**src/rtl/display_scan_ctrl_pkg.sv**
```systemverilog
// Shared types and constants for the eight-digit multiplexed display scanner.
package display_scan_ctrl_pkg;

    localparam int unsigned NUM_DIGITS = 8;
    localparam int unsigned DIGIT_W    = 4;
    localparam int unsigned SEL_W      = 3;
    localparam int unsigned FRAME_W    = NUM_DIGITS * DIGIT_W;
    localparam int unsigned CNT_W      = 24;

    typedef enum logic [1:0] {
        ST_IDLE  = 2'd0,
        ST_SHOW  = 2'd1,
        ST_GUARD = 2'd2
    } state_t;

    typedef struct packed {
        logic [FRAME_W-1:0]    digits;
        logic [NUM_DIGITS-1:0] blank;
    } frame_t;

    // Explicit blank mask OR'd with leading-zero suppression (digit 0 always kept).
    function automatic logic [NUM_DIGITS-1:0] blank_mask(
        input logic [FRAME_W-1:0]    digits,
        input logic [NUM_DIGITS-1:0] blank,
        input logic                  lz
    );
        logic                  lead;
        logic [NUM_DIGITS-1:0] mask;
        lead = lz;
        mask = blank;
        for (int i = NUM_DIGITS - 1; i > 0; i--) begin
            lead = lead && (digits[i*DIGIT_W +: DIGIT_W] == '0);
            if (lead) mask[i] = 1'b1;
        end
        return mask;
    endfunction

endpackage

```
**src/rtl/display_scan_ctrl_scan_timer.sv**
```systemverilog
// Loadable down-counter; expired_c is high once the count reaches zero.
module scan_timer
    import display_scan_ctrl_pkg::*;
(
    input  logic             clk,
    input  logic             rst,
    input  logic             load,
    input  logic [CNT_W-1:0] load_val,
    output logic             expired_c
);

    logic [CNT_W-1:0] count;

    always_ff @(posedge clk or posedge rst) begin
        if (rst) begin
            count <= '0;
        end else if (load) begin
            count <= load_val;
        end else if (count != '0) begin
            count <= count - CNT_W'(1);
        end
    end

    assign expired_c = (count == '0);

endmodule

```
**src/rtl/display_scan_ctrl.sv**
```systemverilog
// Eight-digit display scanner: frame handshake, frame-boundary commit,
// SHOW/GUARD dwell timing and leading-zero blanking.
module display_scan_ctrl
    import display_scan_ctrl_pkg::*;
#(
    parameter int unsigned CLK_DIV = 100000,
    parameter int unsigned GUARD   = 16
) (
    input  logic                  clk,
    input  logic                  rst,
    input  logic                  enable,
    input  logic                  upd_valid,
    output logic                  upd_ready,
    input  logic [FRAME_W-1:0]    upd_digits,
    input  logic [NUM_DIGITS-1:0] upd_blank,
    input  logic                  lz_suppress,
    output logic [DIGIT_W-1:0]    digit_val,
    output logic [SEL_W-1:0]      digit_sel,
    output logic                  digit_en,
    output logic                  frame_done
);

    localparam logic [CNT_W-1:0] SHOW_LOAD  = CNT_W'(CLK_DIV - 1);
    localparam logic [CNT_W-1:0] GUARD_LOAD = (GUARD == 0) ? '0 : CNT_W'(GUARD - 1);

    state_t                state;
    state_t                state_nxt;
    logic [SEL_W-1:0]      sel_nxt;
    logic                  tmr_load;
    logic [CNT_W-1:0]      tmr_val;
    logic                  tmr_expired_c;
    logic                  advance_c;
    logic                  wrap_c;
    logic                  transfer_c;
    logic                  commit_c;
    logic                  pend_valid;
    logic                  pend_valid_nxt;
    frame_t                pend;
    frame_t                disp;
    frame_t                disp_nxt;
    logic [NUM_DIGITS-1:0] blank_c;

    scan_timer u_scan_timer (
        .clk       (clk),
        .rst       (rst),
        .load      (tmr_load),
        .load_val  (tmr_val),
        .expired_c (tmr_expired_c)
    );

    // Next state, timer reload and digit advance; disabling overrides everything.
    always_comb begin
        state_nxt = state;
        sel_nxt   = digit_sel;
        tmr_load  = 1'b0;
        tmr_val   = '0;
        advance_c = 1'b0;
        if (!enable) begin
            state_nxt = ST_IDLE;
            tmr_load  = 1'b1;
        end else begin
            case (state)
                ST_IDLE: begin
                    state_nxt = ST_SHOW;
                    tmr_load  = 1'b1;
                    tmr_val   = SHOW_LOAD;
                end
                ST_SHOW: begin
                    if (tmr_expired_c) begin
                        tmr_load = 1'b1;
                        if (GUARD == 0) begin
                            advance_c = 1'b1;
                            tmr_val   = SHOW_LOAD;
                        end else begin
                            state_nxt = ST_GUARD;
                            tmr_val   = GUARD_LOAD;
                        end
                    end
                end
                ST_GUARD: begin
                    if (tmr_expired_c) begin
                        state_nxt = ST_SHOW;
                        advance_c = 1'b1;
                        tmr_load  = 1'b1;
                        tmr_val   = SHOW_LOAD;
                    end
                end
                default: state_nxt = ST_IDLE;
            endcase
        end
        if (advance_c) sel_nxt = digit_sel + SEL_W'(1);
    end

    // Pending data only reaches the display at a frame wrap or while dark.
    assign wrap_c         = advance_c && (digit_sel == SEL_W'(NUM_DIGITS - 1));
    assign transfer_c     = upd_valid && upd_ready;
    assign commit_c       = pend_valid && (wrap_c || !enable);
    assign pend_valid_nxt = transfer_c || (pend_valid && !commit_c);
    assign disp_nxt       = commit_c ? pend : disp;
    assign blank_c        = blank_mask(disp_nxt.digits, disp_nxt.blank, lz_suppress);

    always_ff @(posedge clk or posedge rst) begin
        if (rst) begin
            state      <= ST_IDLE;
            digit_sel  <= '0;
            digit_val  <= '0;
            digit_en   <= 1'b0;
            frame_done <= 1'b0;
            upd_ready  <= 1'b1;
            pend_valid <= 1'b0;
            pend       <= '0;
            disp       <= '{digits: '0, blank: '1};
        end else begin
            state      <= state_nxt;
            digit_sel  <= sel_nxt;
            digit_val  <= disp_nxt.digits[sel_nxt*DIGIT_W +: DIGIT_W];
            digit_en   <= (state_nxt == ST_SHOW) && !blank_c[sel_nxt];
            frame_done <= wrap_c;
            upd_ready  <= !pend_valid_nxt;
            pend_valid <= pend_valid_nxt;
            disp       <= disp_nxt;
            if (transfer_c) begin
                pend <= '{digits: upd_digits, blank: upd_blank};
            end
        end
    end

endmodule
```
**config.mk**
```make
export PLATFORM = sky130hd
export DESIGN_NAME = display_scan_ctrl
export DESIGN_NICKNAME = d
export VERILOG_FILES = /design/src/rtl/display_scan_ctrl_pkg.sv /design/src/rtl/display_scan_ctrl_scan_timer.sv /design/src/rtl/display_scan_ctrl.sv
export SDC_FILE = /design/constraint.sdc
export NUM_CORES = 1
export LEC_CHECK = 0
export ABC_AREA = 1
export ABC_CLOCK_PERIOD_IN_PS = 3400
export BUFFER_PORTS_ARGS = -buffer_cell sky130_fd_sc_hd__clkbuf_2
export CORE_ASPECT_RATIO = 1.5
export CORE_MARGIN = 3
export CORE_UTILIZATION = 53
export DETAILED_ROUTE_END_ITERATION = 6
export PLACE_DENSITY = 0.76
export SLEW_MARGIN = 15
export SYNTH_ARGS = -nofsm -noshare
export SYNTH_HDL_FRONTEND = slang
export SYNTH_SLANG_ARGS = --single-unit
```
**constraint.sdc**
```tcl
create_clock -name clk -period 3.4 [get_ports clk]
set_input_delay 0.17 -clock clk [delete_from_list [all_inputs] [get_ports clk]]
set_output_delay 0.17 -clock clk [all_outputs]
set_load 0.02 [all_outputs]
```
==> metrics.csv, run 1 <==
metric,value,unit
status,"finished, violations left",
failing checks,negative hold slack,
Post-Route WL,13.3,mm
sequential fraction of the synthesis area,51.9,%
Max Cap Violations,0,
post-synth top area cell,dfrtp_1,
minimum clock period,2.77,ns
drt first pass iters,5,
Hold WS,-0.0315,ns
dpl ws,0.662,ns
cells after synthesis,702,
"Core Util, Final",68.3,%
vias in the first global route,4918,
Setup Skew,0.00652,ns
Hold Crit Class,in2async,
fin. max-slew vios,0,
Setup Crit Path Kind,reg2reg,
Final WS setup,0.629,ns
Post-synth EDFFs,0,
Syn. warnings,0,
GRT Total Usage,23.9,%
clk sink count,117,
Multi-input gate area,2150,µm²
share of layout cells above drive strength 1,16.4,%
Top Layer Used,met4,
cell family with most CP delay,simple AND/OR/NAND/NOR gates,
Die W,90.4,µm
clk slew on worst S/H paths,0.05,ns
Placed Area,6070,µm²
DR vias,4843,
Vias/cell,5.09,
drt first-iter violations,388,
ys flop type,dfrtp_1,
Longest Clk Path Bufs,2,
die area,12000,µm²
worst vdd ir,0.000382,V
register area,2940,µm²
post-route cell area,7040,µm²
aggregate global routing overflow,0,
power per cell area,784,nW/µm²
data required time of the critical path,3.73,ns
Syn Nets,754,
Initial Utilization,55.0,%
RSZ-0062 raised after global routing,false,
std cell rows,45,
WL per Instance,14.0,µm
Critical Path End Type,register,
n_diodes,0,
largest net degree at the start of global routing,83,
CP Data Arrival Time,3.10,ns
"FF+latch count, synth",117,
met2 WL,7.20,mm
antenna-violating nets left,0,
P&R area growth vs syn,24.2,%
Slew headroom,33.0,%
Synth Area per Inst,8.07,µm²
Worst path max stage delay,0.38,ns
setup_tns,0,ns
Critical Path Source Type,register,
Fin. Hold Viols,20,
layout net count,849,
num ports,55,
Die Ht,133,µm
port bufs,54,
HPWL Detailed,8.93,mm
synth unique cells,42,
Yosys top cell area share,47.7,%
WL met3,506,µm
most frequent CP cell,nand2_1,
Buf/Inv on CP,4,
number of fill cells,803,
largest cells by area after synthesis,"dfrtp_1 (48%), nand2_1 (13%), inv_1 (7.6%)",
FMAX,361,MHz
Root Buffer,clkbuf_16,
clock latency on the worst-skew pair,0.41,ns
endpoints failing setup,0,
Num CTS Buffers,17,
CTS H-Tree Depth,4,
asr flop ratio synth,100,%
global-route wire length before repair,23.0,mm
CTS tree,built,
crit-path cells,inv_1 > ha_1 > nand2_2 > nor2_4 > nand4_2 > inv_1 > nand2_1 > xor2_2 > buf_4 > inv_2 > or2_0 > o21ai_1 > nand2_1 > nand2_1 > nand2_1 > a21oi_1,
Final period util,81.5,%
RePlAce Congestion,0.892,
core area,10300,µm²
DR DRC count,0,
M1 WL,5.25,mm
Mapped Area,5670,µm²
Critical Path Fanout Max,26,
cell with the largest stage delay on the worst path,dfrtp_1,
antenna violations before repair,0,
Pleak,0.00378,µW
Worst Tran Pin Value,1.01,ns
-- routing by layer --
layer	up-vias	global-route usage (%)
li1	2377	-
met4	0	9.37
met2	137	42.7
met1	2301	28.4
met3	28	4.21
met5	-	0
-- synthesized netlist by cell type, drive strengths merged, types with 4 or more instances --
| cell type | number |
|---|---|
| clkbuf | 12 |
| o21ai | 70 |
| nand4 | 4 |
| nor3 | 9 |
| a21oi | 24 |
| dfstp | 9 |
| o21a | 6 |
| or2 | 4 |
| nand3 | 25 |
| nand2 | 199 |
| a31oi | 4 |
| nor2 | 64 |
| inv | 115 |
| ha | 7 |
| xnor2 | 4 |
| buf | 12 |
| dfrtp | 108 |
| o211ai | 7 |
-- power breakdown --
part / leakage, µW / total, µW / switching, µW / internal [µW]
registers: 0.00144 / 1990 / 206 / 1780
logic: 0.00204 / 1670 / 1080 / 583
clock network: 0.000297 / 1860 / 596 / 1260
-- path summary, 6_finish.rpt --
path / cells after the start / slack, ns / start / to
max in group asynchronous: 3 / 2.50 / rst / upd_ready
min in group clk: 3 / 0.01 / upd_blank[1] / pend[1]
hold reg to reg: 2 / 0.48 / pend[26] / pend[26]
hold / removal: 2 / -0.03 / rst / pend[34]
setup reg to reg: 16 / 0.63 / u_scan_timer.count[0] / digit_en
setup / recovery: 16 / 0.63 / u_scan_timer.count[0] / digit_en
-- timing repair --
| item | in CTS | in global routing |
|---|---|---|
| hold buffers | 35 | 0 |
| gates resized for setup | 0 | 0 |
| hold endpoints to repair | 35 | 0 |
| setup buffers | 0 | 0 |
-- worst reg2reg max path, stage by stage (launching register included) --
cell and delay, ns:
dfrtp_1 0.38, inv_1 0.10, ha_1 0.22, nand2_2 0.10, nor2_4 0.14, nand4_2 0.14
inv_1 0.12, nand2_1 0.17, xor2_2 0.17, buf_4 0.29, inv_2 0.19, or2_0 0.27
o21ai_1 0.13, nand2_1 0.06, nand2_1 0.05, nand2_1 0.05, a21oi_1 0.11
-- cell families after synthesis --
logic type      synth area share (%)
fa+ha+maj                       1.55
simple gates                    23.0
flops                           51.9
xor+xnor                        1.08
compound gates                  12.3
buf+inv                         10.2
-- through the flow --
step / std cells / total power [µW]
after floorplan: 702 / 3190
after global placement: 884 / 3530
after detailed placement: 884 / 3610
after CTS: 951 / 5530
after global routing: 951 / 5890
final: 951 / 5510
-- registers in the layout (all words and copies together) (netlist names) --
register            cells
digit_sel               3
disp                   40
upd_ready               1
state                   2
pend_valid              1
digit_val               4
u_scan_timer.count     24
pend                   40
digit_en                1
frame_done              1
-- layout by cell type, fill, tap and decap left out, types with 4 or more instances in the layout --
master / Yosys / routed
clkbuf_1: 12 / 4
dfstp_2: 9 / 9
nor2_2: 8 / 8
nand3_1: 25 / 25
xnor2_1: 4 / 4
nand2_2: 4 / 4
bufinv_16: 0 / 4
o21a_1: 6 / 6
o21ai_0: 54 / 54
nand2_1: 194 / 194
inv_1: 114 / 113
dlygate4sd3_1: 0 / 35
o211ai_1: 7 / 7
nor3_1: 6 / 6
a31oi_1: 4 / 4
clkbuf_2: 0 / 54
dfrtp_1: 108 / 108
o21ai_1: 11 / 11
o21ai_2: 5 / 5
nor2_1: 54 / 54
clkbuf_16: 0 / 17
ha_1: 7 / 7
buf_4: 1 / 11
a21oi_1: 24 / 24
-- area by class of cell --
cell class | instances | area share (%)
Inverter | 118 | 6.33
Clock inverter | 9 | 2.13
Tap cell | 141 | 2.51
Multi-Input combinational cell | 443 | 30.6
Sequential cell | 117 | 41.8
Timing Repair Buffer | 100 | 9.99
Clock buffer | 23 | 6.65
(Power assumes the default switching activity.)
==> inputs of run 2 (changes only) <==
--- a/config.mk
+++ b/config.mk
@@ -6,13 +6,13 @@
 export NUM_CORES = 1
 export LEC_CHECK = 0
 export ABC_AREA = 1
-export ABC_CLOCK_PERIOD_IN_PS = 3400
+export ABC_CLOCK_PERIOD_IN_PS = 2700
 export BUFFER_PORTS_ARGS = -buffer_cell sky130_fd_sc_hd__clkbuf_2
 export CORE_ASPECT_RATIO = 1.5
 export CORE_MARGIN = 3
-export CORE_UTILIZATION = 53
+export CORE_UTILIZATION = 59
 export DETAILED_ROUTE_END_ITERATION = 6
-export PLACE_DENSITY = 0.76
+export PLACE_DENSITY = 0.81
 export SLEW_MARGIN = 15
 export SYNTH_ARGS = -nofsm -noshare
 export SYNTH_HDL_FRONTEND = slang
==> constraint.sdc (replaced) <==
create_clock -name clk -period 2.7 [get_ports clk]
set_input_delay 0.135 -clock clk [delete_from_list [all_inputs] [get_ports clk]]
set_output_delay 0.135 -clock clk [all_outputs]
set_load 0.02 [all_outputs]
==> metrics.csv, run 2 (synthesis results as in run 1) <==
metric,value,unit,change
Final period util,100,%,+19 points
most frequent CP cell,nand2_1,,
biggest regs,"disp: 40 flops, pend: 40 flops, u_scan_timer.count: 24 flops",,
register area,2940,µm²,about the same
clk slew on worst S/H paths,0.05,ns,about the same
placed cell count,868,,-1.8%
cell family with most CP delay,simple AND/OR/NAND/NOR gates,,
Post-Route WL,14.9,mm,+12%
number of fill cells,534,,-33%
core area,9310,µm²,-9.7%
die area,10800,µm²,-9.6%
Critical Path End Type,register,,
DR vias,5177,,+6.9%
Critical Path Fanout Max,13,,-50%
power per cell area,1010,nW/µm²,+29%
Slew headroom,57.8,%,+25 points
n_diodes,0,,unchanged
Setup Skew,0.00548,ns,-0.00104 ns
M2 GR Usage,48.6,%,+5.8 points
drt first-iter violations,467,,+20%
fin. max-slew vios,0,,unchanged
Worst path max stage delay,0.42,ns,+0.04 ns
Fin. Hold Viols,0,,-100%
vias in the first global route,4994,,+1.5%
HPWL Detailed,9.20,mm,+3.0%
Final WS setup,-0.00531,ns,-0.634 ns
Root Buffer,clkbuf_16,,
met1 Usage GRT,30.5,%,+2.1 points
Multi-input gate area,2260,µm²,+5.0%
met3 GRT Util,7.20,%,+3.0 points
largest net degree at the start of global routing,118,,+42%
status,"finished, violations left",,
std cell rows,43,,-4.4%
share of layout cells above drive strength 1,22.0,%,+5.6 points
FMAX,370,MHz,+2.4%
RePlAce Congestion,0.914,,+2.4%
cell with the largest stage delay on the worst path,dfrtp_1,,
"commonest non-fill, non-tap cell in the layout",nand2_1,,
crit-path cells,nor2_4 > nand2_1 > nor2_4 > nand4_4 > o21bai_4 > nand2_4 > buf_8 > nand2_1 > nand2_1 > nor2_1 > nand2_1 > nor2_2 > nand4_1 > a21oi_1 > nand2_1 > nand2_1 > a21oi_1,,
layout net count,881,,+3.8%
CTS H-Tree Depth,4,,unchanged
DR DRC count,0,,unchanged
global-route wire length before repair,23.1,mm,+0.12%
aggregate global routing overflow,0,,unchanged
antenna-violating nets left,0,,unchanged
Critical Path Source Type,register,,
failing checks,negative setup slack,,
drt first pass iters,5,,unchanged
CP Data Arrival Time,3.00,ns,-0.10 ns
Worst Tran Pin Value,0.633,ns,-0.372 ns
worst vdd ir,0.000727,V,+90%
data required time of the critical path,2.99,ns,-0.74 ns
Num CTS Buffers,17,,unchanged
WL per Instance,15.7,µm,+12%
clock latency on the worst-skew pair,0.42,ns,about the same
num ports,55,,unchanged
global route hottest layer,met2,,
P&R area growth vs syn,33.2,%,
Final Instance Count excl. Fillers,954,,+0.32%
endpoints failing setup,1,,+1
Vias/cell,5.43,,+6.6%
Setup Crit Path Kind,reg2reg,,
antenna violations before repair,0,,unchanged
clk sink count,117,,unchanged
Die Ht,126,µm,-5.0%
Initial Utilization,60.9,%,+5.9 points
Pleak,0.00400,µW,+5.6%
minimum clock period,2.71,ns,-0.0658 ns
CTS tree,built,,
"commonest non-fill, non-tap cells in the layout","nand2_1 (191), inv_1 (110), dfrtp_1 (106)",,
Die W,86.0,µm,-4.9%
port bufs,54,,unchanged
Buf/Inv on CP,1,,-3
Max Cap Violations,0,,unchanged
dpl ws,0.0434,ns,-0.619 ns
Hold Crit Class,in2reg,,
GRT Total Usage,27.3,%,+3.4 points
Longest Clk Path Bufs,2,,unchanged
## run 2: worst paths after layout
path | depth (start not counted) | slack [ns] | endpoint | from
hold / removal | 5 | 0.18 | state[0] | enable
min in group asynchronous | 4 | 0.40 | state[1] | rst
setup / recovery | 17 | -0.005 | digit_en | u_scan_timer.count[22]
setup reg to reg | 17 | -0.005 | digit_en | u_scan_timer.count[22]
max in group asynchronous | 4 | 1.79 | u_scan_timer.count[18] | rst
hold reg to reg | 2 | 0.48 | pend[38] | pend[38]
## run 2: report_power, final
group          switching (µW)  total [µW]  leakage, µW  internal (µW)
sequential                291        2540      0.00144           2250
combinational            1570        2530      0.00223            965
clock                     791        2570     0.000322           1780
## run 2: repair_timing
item / 4_1_cts / 5_1_grt
hold buffers: 41 / 0
buffers inserted: 0 / 11
gates resized for setup: 0 / 40
endpoints found under the setup margin: 0 / 11
hold endpoints to repair: 148 / 0
## run 2: tightest hold or removal path: stages
cell and delay (ns):
clkbuf_2 0.13, inv_1 0.11, a21oi_1 0.05, nand2_1 0.08, inv_1 0.05
## run 2: area by class of cell
class	instances	share of cell area, %
well taps	112	1.86
multi-input cells	443	30.0
repair buffers	132	14.3
clock buffers	20	6.05
flip-flops and latches	117	39.0
clock inverters	12	2.98
inverters	118	5.92
## run 2: layer usage
| metal | wire (µm) | up-vias |
|---|---|---|
| li1 | - | 2453 |
| met1 | 5460 | 2450 |
| met2 | 8050 | 211 |
| met3 | 769 | 63 |
| met4 | 661 | 0 |
| met5 | 0 | - |
## run 2: stage by stage
step | hold slack [ns] | area [µm²] | power (µW) | utilization (%) | TNS [ns]
2_1_floorplan | 0.245 | 5670 | 4020 | - | 0
3_3_place_gp | 0.330 | 6170 | 4520 | 66.3 | 0
3_5_place_dp | 0.332 | 6170 | 4640 | 66.3 | 0
4_1_cts | 0.116 | 7270 | 7290 | 78.1 | 0
5_1_grt | 0.190 | 7550 | 8070 | 81.1 | -0.285
6_report | 0.184 | 7550 | 7640 | 81.1 | -0.00531
